## src/rtl/alu_exec_unit.sv

```systemverilog
// Execute-stage ALU consuming the decoder's 4-bit control code over valid/ready.
// Single-entry unit: shifts iterate SHIFT_STEP bits per cycle, everything else completes in one cycle.
module alu_exec_unit #(
    parameter int          XLEN       = 32,
    parameter int          SHIFT_STEP = 4,
    parameter logic [3:0]  JMP_CODE   = 4'b1111,
    parameter int          JMP_OFFSET = 4
) (
    input  logic            clk,
    input  logic            rst,
    input  logic            in_valid,
    output logic            in_ready,
    input  logic [3:0]      alu_ctrl,
    input  logic [XLEN-1:0] op_a,
    input  logic [XLEN-1:0] op_b,
    output logic            out_valid,
    input  logic            out_ready,
    output logic [XLEN-1:0] result,
    output logic            zero,
    output logic            illegal,
    output logic            busy
);

    typedef enum logic [1:0] {IDLE, SHIFT, DONE} state_t;
    typedef enum logic [1:0] {K_SLL, K_SRL, K_SRA} shift_kind_t;

    localparam logic [5:0] STEP6 = 6'(SHIFT_STEP);

    state_t          state, state_n;
    shift_kind_t     kind_p1, kind_n;
    logic [XLEN-1:0] shv_p1, shv_n;
    logic [5:0]      rem_p1, rem_n;
    logic [5:0]      step_amt;
    logic [XLEN-1:0] result_p1, res_n;
    logic            zero_p1;
    logic            illegal_p1, ill_n;
    logic            req_is_shift;
    logic [4:0]      req_sh;
    shift_kind_t     req_kind;

    // Branch codes return 1 when the branch is NOT taken, so zero doubles as branch-taken.
    function automatic logic [XLEN:0] alu_compute(input logic [3:0]      ctrl,
                                                  input logic [XLEN-1:0] a,
                                                  input logic [XLEN-1:0] b);
        logic signed [XLEN-1:0] sa;
        logic signed [XLEN-1:0] sb;
        logic [XLEN-1:0]        r;
        logic                   ill;
        sa  = a;
        sb  = b;
        r   = '0;
        ill = 1'b0;
        if (ctrl == JMP_CODE) begin
            r = a + XLEN'(JMP_OFFSET);
        end else begin
            case (ctrl)
                4'b0000: r = a + b;
                4'b1000: r = a - b;
                4'b0001, 4'b0101, 4'b1101: r = a;
                4'b0010: r = XLEN'(sa < sb);
                4'b0011: r = XLEN'(a < b);
                4'b0100: r = a ^ b;
                4'b0110: r = a | b;
                4'b0111: r = a & b;
                4'b1100: r = XLEN'(a == b);
                4'b1010: r = XLEN'(sa < sb);
                4'b1011: r = XLEN'(a < b);
                default: begin
                    r   = '0;
                    ill = 1'b1;
                end
            endcase
        end
        return {ill, r};
    endfunction

    function automatic logic [XLEN-1:0] shift_step(input shift_kind_t     k,
                                                   input logic [XLEN-1:0] v,
                                                   input logic [5:0]      n);
        logic signed [XLEN-1:0] sv;
        logic [XLEN-1:0]        r;
        sv = v;
        case (k)
            K_SLL:   r = v << n;
            K_SRL:   r = v >> n;
            default: r = sv >>> n;
        endcase
        return r;
    endfunction

    always_comb begin
        req_sh       = op_b[4:0];
        req_is_shift = 1'b0;
        req_kind     = K_SLL;
        case (alu_ctrl)
            4'b0001: req_is_shift = (JMP_CODE != 4'b0001);
            4'b0101: begin
                req_is_shift = (JMP_CODE != 4'b0101);
                req_kind     = K_SRL;
            end
            4'b1101: begin
                req_is_shift = (JMP_CODE != 4'b1101);
                req_kind     = K_SRA;
            end
            default: req_is_shift = 1'b0;
        endcase
    end

    assign step_amt = (rem_p1 >= STEP6) ? STEP6 : rem_p1;

    always_comb begin
        state_n  = state;
        in_ready = 1'b0;
        res_n    = result_p1;
        ill_n    = illegal_p1;
        shv_n    = shv_p1;
        rem_n    = rem_p1;
        kind_n   = kind_p1;
        case (state)
            IDLE: in_ready = 1'b1;
            SHIFT: begin
                if (rem_p1 == 6'd0) begin
                    res_n   = shv_p1;
                    ill_n   = 1'b0;
                    state_n = DONE;
                end else begin
                    shv_n = shift_step(kind_p1, shv_p1, step_amt);
                    rem_n = rem_p1 - step_amt;
                end
            end
            DONE: begin
                in_ready = out_ready;
                if (out_ready) state_n = IDLE;
            end
            default: state_n = IDLE;
        endcase
        if (in_ready && in_valid) begin
            if (req_is_shift && (req_sh != 5'd0)) begin
                shv_n   = op_a;
                rem_n   = {1'b0, req_sh};
                kind_n  = req_kind;
                state_n = SHIFT;
            end else begin
                {ill_n, res_n} = alu_compute(alu_ctrl, op_a, op_b);
                state_n        = DONE;
            end
        end
    end

    // Request capture / shift iteration / result register
    always_ff @(posedge clk or posedge rst) begin
        if (rst) begin
            state      <= IDLE;
            kind_p1    <= K_SLL;
            shv_p1     <= '0;
            rem_p1     <= '0;
            result_p1  <= '0;
            zero_p1    <= 1'b0;
            illegal_p1 <= 1'b0;
        end else begin
            state      <= state_n;
            kind_p1    <= kind_n;
            shv_p1     <= shv_n;
            rem_p1     <= rem_n;
            result_p1  <= res_n;
            zero_p1    <= (res_n == '0);
            illegal_p1 <= ill_n;
        end
    end

    assign out_valid = (state == DONE);
    assign result    = result_p1;
    assign zero      = zero_p1;
    assign illegal   = illegal_p1 & out_valid;
    assign busy      = (state != IDLE);

endmodule

```

## config.mk

```make
export PLATFORM = sky130hd
export DESIGN_NAME = alu_exec_unit
export DESIGN_NICKNAME = d
export VERILOG_FILES = /design/src/rtl/alu_exec_unit.sv
export SDC_FILE = /design/constraint.sdc
export NUM_CORES = 1
export LEC_CHECK = 0
export ABC_AREA = 1
export CAP_MARGIN = 10
export CORE_ASPECT_RATIO = 0.9
export CORE_MARGIN = 2
export CORE_UTILIZATION = 46
export CTS_BUF_LIST = sky130_fd_sc_hd__clkbuf_8
export CTS_CLUSTER_SIZE = 12
export DETAILED_ROUTE_END_ITERATION = 8
export DONT_BUFFER_PORTS = 1
export SLEW_MARGIN = 5
export SYNTH_ARGS = -nofsm -noshare
export SYNTH_HDL_FRONTEND = slang
export SYNTH_SLANG_ARGS = --single-unit
```

## constraint.sdc

```tcl
create_clock -name clk -period 3.01 [get_ports clk]
set_clock_uncertainty 0.1 [all_clocks]
set_input_delay 0.1505 -clock clk [delete_from_list [all_inputs] [get_ports clk]]
set_output_delay 0.1505 -clock clk [all_outputs]
set_load 0.1 [all_outputs]
```

# Yosys cells after proc, flatten, opt, wreduce, memory -nomap -nowiden
# Cells that the tools add are included.
# totals
regBits,76
inputBits,72
out_inout_bits,37
wordCells,86
# op_classes
add_sub_neg,4
order_cmp,3
n_eq_ne,20
shifts,3
n_mux,30
n_bitwise,4
n_reduce_logical,15
# ops
op,n
$mux W32,9
$pmux W32 S9,1
$lt A32 B32 Y1,2
$pmux W32 S2,1
$add A32 B3 Y32 const B,1
$add A32 B32 Y32,1
$and A32 B32 Y32,1
$eq A32 B32 Y1,1
$logic_not A32 Y1,1
$or A32 B32 Y32,1
$shl A32 B6 Y32,1
$shr A32 B6 Y32,1
$sshr A32 B6 Y32,1
$sub A32 B32 Y32,1
$xor A32 B32 Y32,1
$mux W6,5
$eq A4 B4 Y1 const B,6
$eq A4 B3 Y1 const B,4
$reduce_or A13 Y1,1
$eq A4 B2 Y1 const B,2
$mux W2,4
$mux W1,7
$ge A6 B3 Y1 const B,1
$logic_not A6 Y1,1
20 further kinds,24

# Logic depth before layout (Yosys ltp)
# depth
depth_word,8
depth_mapped,22

# Least setup slack after synthesis
# Ideal clock, no wire load.
# synth_path
kind,register to register
start,reg state[1]
end,"reg zero_p1, in the netlist zero"
setup_ns,0.071
t_arrival_ns,3.079
t_required_ns,2.839
slack_ns,-0.240
stages_incl_launch_ff,14
period_less_slack_ns,3.250
path_cell_list,dfrtp_1 inv_2 nor2_1 nor2_1 nand2_1 a21oi_2 buf_4 buf_6 o21ai_0 o21ai_0 nand4_1 nor2_1 nand2_1 nor2_1
# synth_via
elab_chain_len,5
word_cells_on_any_way,9
cone_classes,2 x eq/ne; 4 x mux; 3 x reduce/logical
# synth_rtl
item,line,text
from (decl),29,"state_t state, state_n;"
from (signal assigned),161,state <= state_n;
$eq A2 B2 Y1 / $logic_not A2 Y1 (equally long branches),119,case (state)
$pmux W1 S2 (*),119,
via in_ready,12,"output logic in_ready,"
$logic_and A1 B1 Y1 (*),137,if (in_ready && in_valid) begin
$mux W32 (*),137,
$logic_not A32 Y1 (*),166,zero_p1 <= (res_n == '0);
to (signal assigned),166,
to (decl),35,logic zero_p1;
# Mark *: on every way through the listed nets, which the timed path passes. The rest lies on a longest branch.
# A chain may end at the register's enable or synchronous reset.

# Worst setup path after layout
# layout_path
start,in op_a[30]
end,"reg zero_p1, in the netlist zero"
# layout_via
elab_chain_len,6
word_cells_on_any_way,14
cone_classes,3 x add/sub; 2 x order compare; 1 x eq/ne; 4 x mux; 3 x bitwise; 1 x reduce/logical
# layout_rtl
item,line,text
from (decl),14,"input logic [XLEN-1:0] op_a,"
$sub A32 B32 Y32 (tied with other cells),58,4'b1000: r = a - b;
$pmux W32 S9,56,case (ctrl)
$mux W32 (*),53,if (ctrl == JMP_CODE) begin
$mux W32 (*),138,if (req_is_shift && (req_sh != 5'd0)) begin
$mux W32 (*),137,
$logic_not A32 Y1 (*),166,
# Mark *: on every way between the ends. The rest lies on a longest branch, timed or not.

==> out/qor.csv <==
stage,metric,value,unit
timing,worst hold slack,14.64,ps
final_layout,Area growth syn-to-layout,15.31,%
clocking,CTS buffer count,9,
final_layout,Final Instance Area,0.01539,sq mm
power_and_ir_drop,Leak,8.109,nW
clocking,Root Buffer,clkbuf_8,
logic_synthesis,"Top FF cell, synth",dfrtp_1,
global_route,vias in the first global route,15800,
final_layout,area of the multi-input gates,0.009589,sq mm
worst_setup_path,kind of critical path,input port to flop,
timing,RSZ-0062 raised after global routing,true,
worst_setup_path,crit end category,flop,
floorplan,full die area,0.03040,sq mm
global_route,largest net degree at the start of global routing,77,
timing,Least-Margin Pin Slew,1056,ps
final_layout,fin util,0.5360,
clocking,"Reg clk slew, reported paths",90,ps
worst_setup_path,WP data required,3220,ps
logic_synthesis,register area share after synthesis,0.1425,
timing,setup ws final,128.5,ps
routing,first-pass detailed-route iteration total,6,
final_layout,"most common cell after layout, fill and taps aside",nand2_1,
clocking,CTS max path bufs,2,
timing,fmax,347.0,MHz
timing,post-layout min period,2881,ps
logic_synthesis,asr flop ratio synth,1.000,
timing,setup violators final,0,
logic_synthesis,Synth Instances,2390,
floorplan,Die H,165.6,um
routing,starting DRC count in detailed routing,2613,
final_layout,Inserted Diodes,0,
routing,DRT Wirelength,64310,um
routing,ANT nets after route,0,
placed_design,HPWL Detailed,52070,um
placed_design,pre-CTS setup slack,-35.42,ps
logic_synthesis,synthesized area per cell,5.585,sq um
routing,DRC viols,0,
power_and_ir_drop,overall power,11.27,mW
clocking,CTS tree,done,
status,status,"finished, final reports clean",
floorplan,I/O pins,109,
global_route,gr usage total,0.4130,
final_layout,"commonest non-fill, non-tap cells in the layout","751 x nand2_1, 365 x inv_1, 177 x nor2_1, 165 x nand3_1, 164 x buf_4",
run,max_cap viols,0,
logic_synthesis,Mapped Area,0.01335,sq mm
power_and_ir_drop,peak supply drop,0.001102,V
floorplan,std cell rows,59,
global_route,first-pass GRT wire length,95410,um
hold_path,Worst Hold Class,input port to flop,
global_route,initial antenna violation count,0,
clocking,level count of the clock H-tree,3,
worst_setup_path,Startpoint Class,input port,
final_layout,share of cells above drive strength 1,0.1172,
logic_synthesis,distinct cell type count after synthesis,61,
global_route,total gr overflow,0,
final_layout,final net count,2684,
final_layout,register area,0.001902,sq mm
logic_synthesis,#FFs+latches synth,76,
clocking,clk_lat worst skew,380,ps
logic_synthesis,Yosys Warn Count,0,
timing,max-slew violations,0,
power_and_ir_drop,Power Density,732.1,mW/mm^2
routing,vias after detailed routing,17300,
timing,Final Hold Fails,0,
timing,Final period util,0.9573,
worst_setup_path,arrival time worst endpoint,3100,ps
final_layout,fillcell total,3082,
routing,routed vias/inst,6.000,
floorplan,core area,0.02872,sq mm
floorplan,Initial Util,0.4648,
timing,max_slew headroom,0.2950,
placed_design,placed instance area,0.01458,sq mm
placed_design,Port Buffers,0,
clocking,clk sinks,76,
logic_synthesis,Post-synth EDFFs,0,
routing,WL/cell,22.31,um
placed_design,GPL Wtd Cong,1.074,
logic_synthesis,Synthesized Nets,2562,
worst_setup_path,maximum fanout along the worst path,6,
floorplan,Die W,183.6,um
## critical path, cell delays in order
cell	delay [ps]
dlygate4sd3_1	540
inv_1	110
ha_2	420
inv_1	150
a31oi_1	300
nand2_1	120
a21oi_2	290
nand3_1	140
nand3_1	130
nand3_1	120
nand2_1	110
nand4_1	120
nor2_2	150
nand2_2	110
nor2_1	110
## path summary, 6_finish.rpt
| path | cells after the start | to | start | slack, ps |
|---|---|---|---|---|
| max in group asynchronous | 3 | state[1]$_DFFE_PP0P_ | rst | 2240 |
| setup / recovery | 15 | zero$_DFF_PP0_ | op_a[30] | 130 |
| min in group asynchronous | 3 | shv_p1[25]$_DFF_PP0_ | rst | 200 |
| hold / removal | 4 | result[23]$_DFF_PP0_ | op_a[23] | 10 |
| hold reg to reg | 2 | illegal_p1$_DFF_PP0_ | illegal_p1$_DFF_PP0_ | 430 |
| setup reg to reg | 10 | shv_p1[27]$_DFF_PP0_ | rem_p1[3]$_DFF_PP0_ | 320 |
## registers in the layout (all words and copies together) (netlist names)
signal / count
result: 32
rem_p1: 6
shv_p1: 32
illegal_p1: 1
zero: 1
state: 2
kind_p1: 2
## logic make-up (layout without fill, tap and decap cells)
kind of cell	count (synthesis)	in the layout	synth area share
buffers and inverters	488	615	0.1508
adders and majority gates	100	100	0.09486
muxes	6	6	0.004500
other	1	1	0.0002809
DFF	76	76	0.1425
AOI/OAI and AO/OA	445	445	0.1995
xor gates and xnor gates	11	11	0.007218
and+or+nand+nor	1263	1263	0.4004
## repair_timing
action / 4_1_cts / 5_1_grt
setup endpoints to repair: 0 / 2
hold buffers: 42 / 0
buffers inserted: 0 / 4
endpoints found under the hold margin: 115 / 0
resized for setup: 0 / 43
## per-stage QoR
| stage | instances | setup TNS [ps] |
|---|---|---|
| 6_report | 2883 | 0 |
| 5_1_grt | 2883 | -2.760 |
| 4_1_cts | 2879 | 0 |
| 3_5_place_dp | 2821 | -35.42 |
| 3_3_place_gp | 2821 | 0 |
| 2_1_floorplan | 2390 | 0 |
## Yosys cell counts, types with 24 or more instances
| library cell | count | area share |
|---|---|---|
| a21oi_1 | 85 | 0.032 |
| nand2_1 | 763 | 0.21 |
| nand3_1 | 166 | 0.062 |
| nor2_1 | 192 | 0.054 |
| buf_2 | 48 | 0.018 |
| inv_1 | 366 | 0.10 |
| o211ai_1 | 32 | 0.018 |
| o21ai_0 | 126 | 0.047 |
| clkbuf_1 | 26 | 0.0073 |
| ha_1 | 98 | 0.092 |
| nand4_1 | 62 | 0.029 |
| o22ai_1 | 58 | 0.027 |
| nor3_1 | 24 | 0.0090 |
| o21ai_1 | 55 | 0.021 |
| dfrtp_1 | 76 | 0.14 |
## power by group
group | leakage, nW | switching, mW | total, mW | internal, mW
Sequential | 0.911 | 0.607 | 2.13 | 1.52
Clock | 0.107 | 0.421 | 0.885 | 0.464
Combinational | 7.09 | 5.91 | 8.25 | 2.35
## metal layers
layer | track usage | part of all wire | up-vias
li1 | - | - | 8020
met1 | 0.5724 | 0.41 | 7934
met2 | 0.6148 | 0.42 | 1174
met3 | 0.1097 | 0.13 | 170
met4 | 0.1475 | 0.042 | 0
met5 | 0 | 0 | -
## layout make-up
| type | count | share of cell area |
|---|---|---|
| Multi-Input combinational cell | 1826 | 0.6230 |
| Sequential cell | 76 | 0.1236 |
| Timing Repair Buffer | 212 | 0.1151 |
| Inverter | 387 | 0.09446 |
| Tap cell | 366 | 0.02975 |
| Clock buffer | 9 | 0.008048 |
| Clock inverter | 7 | 0.006016 |
Note: power is estimated with default switching activity, not from simulation.
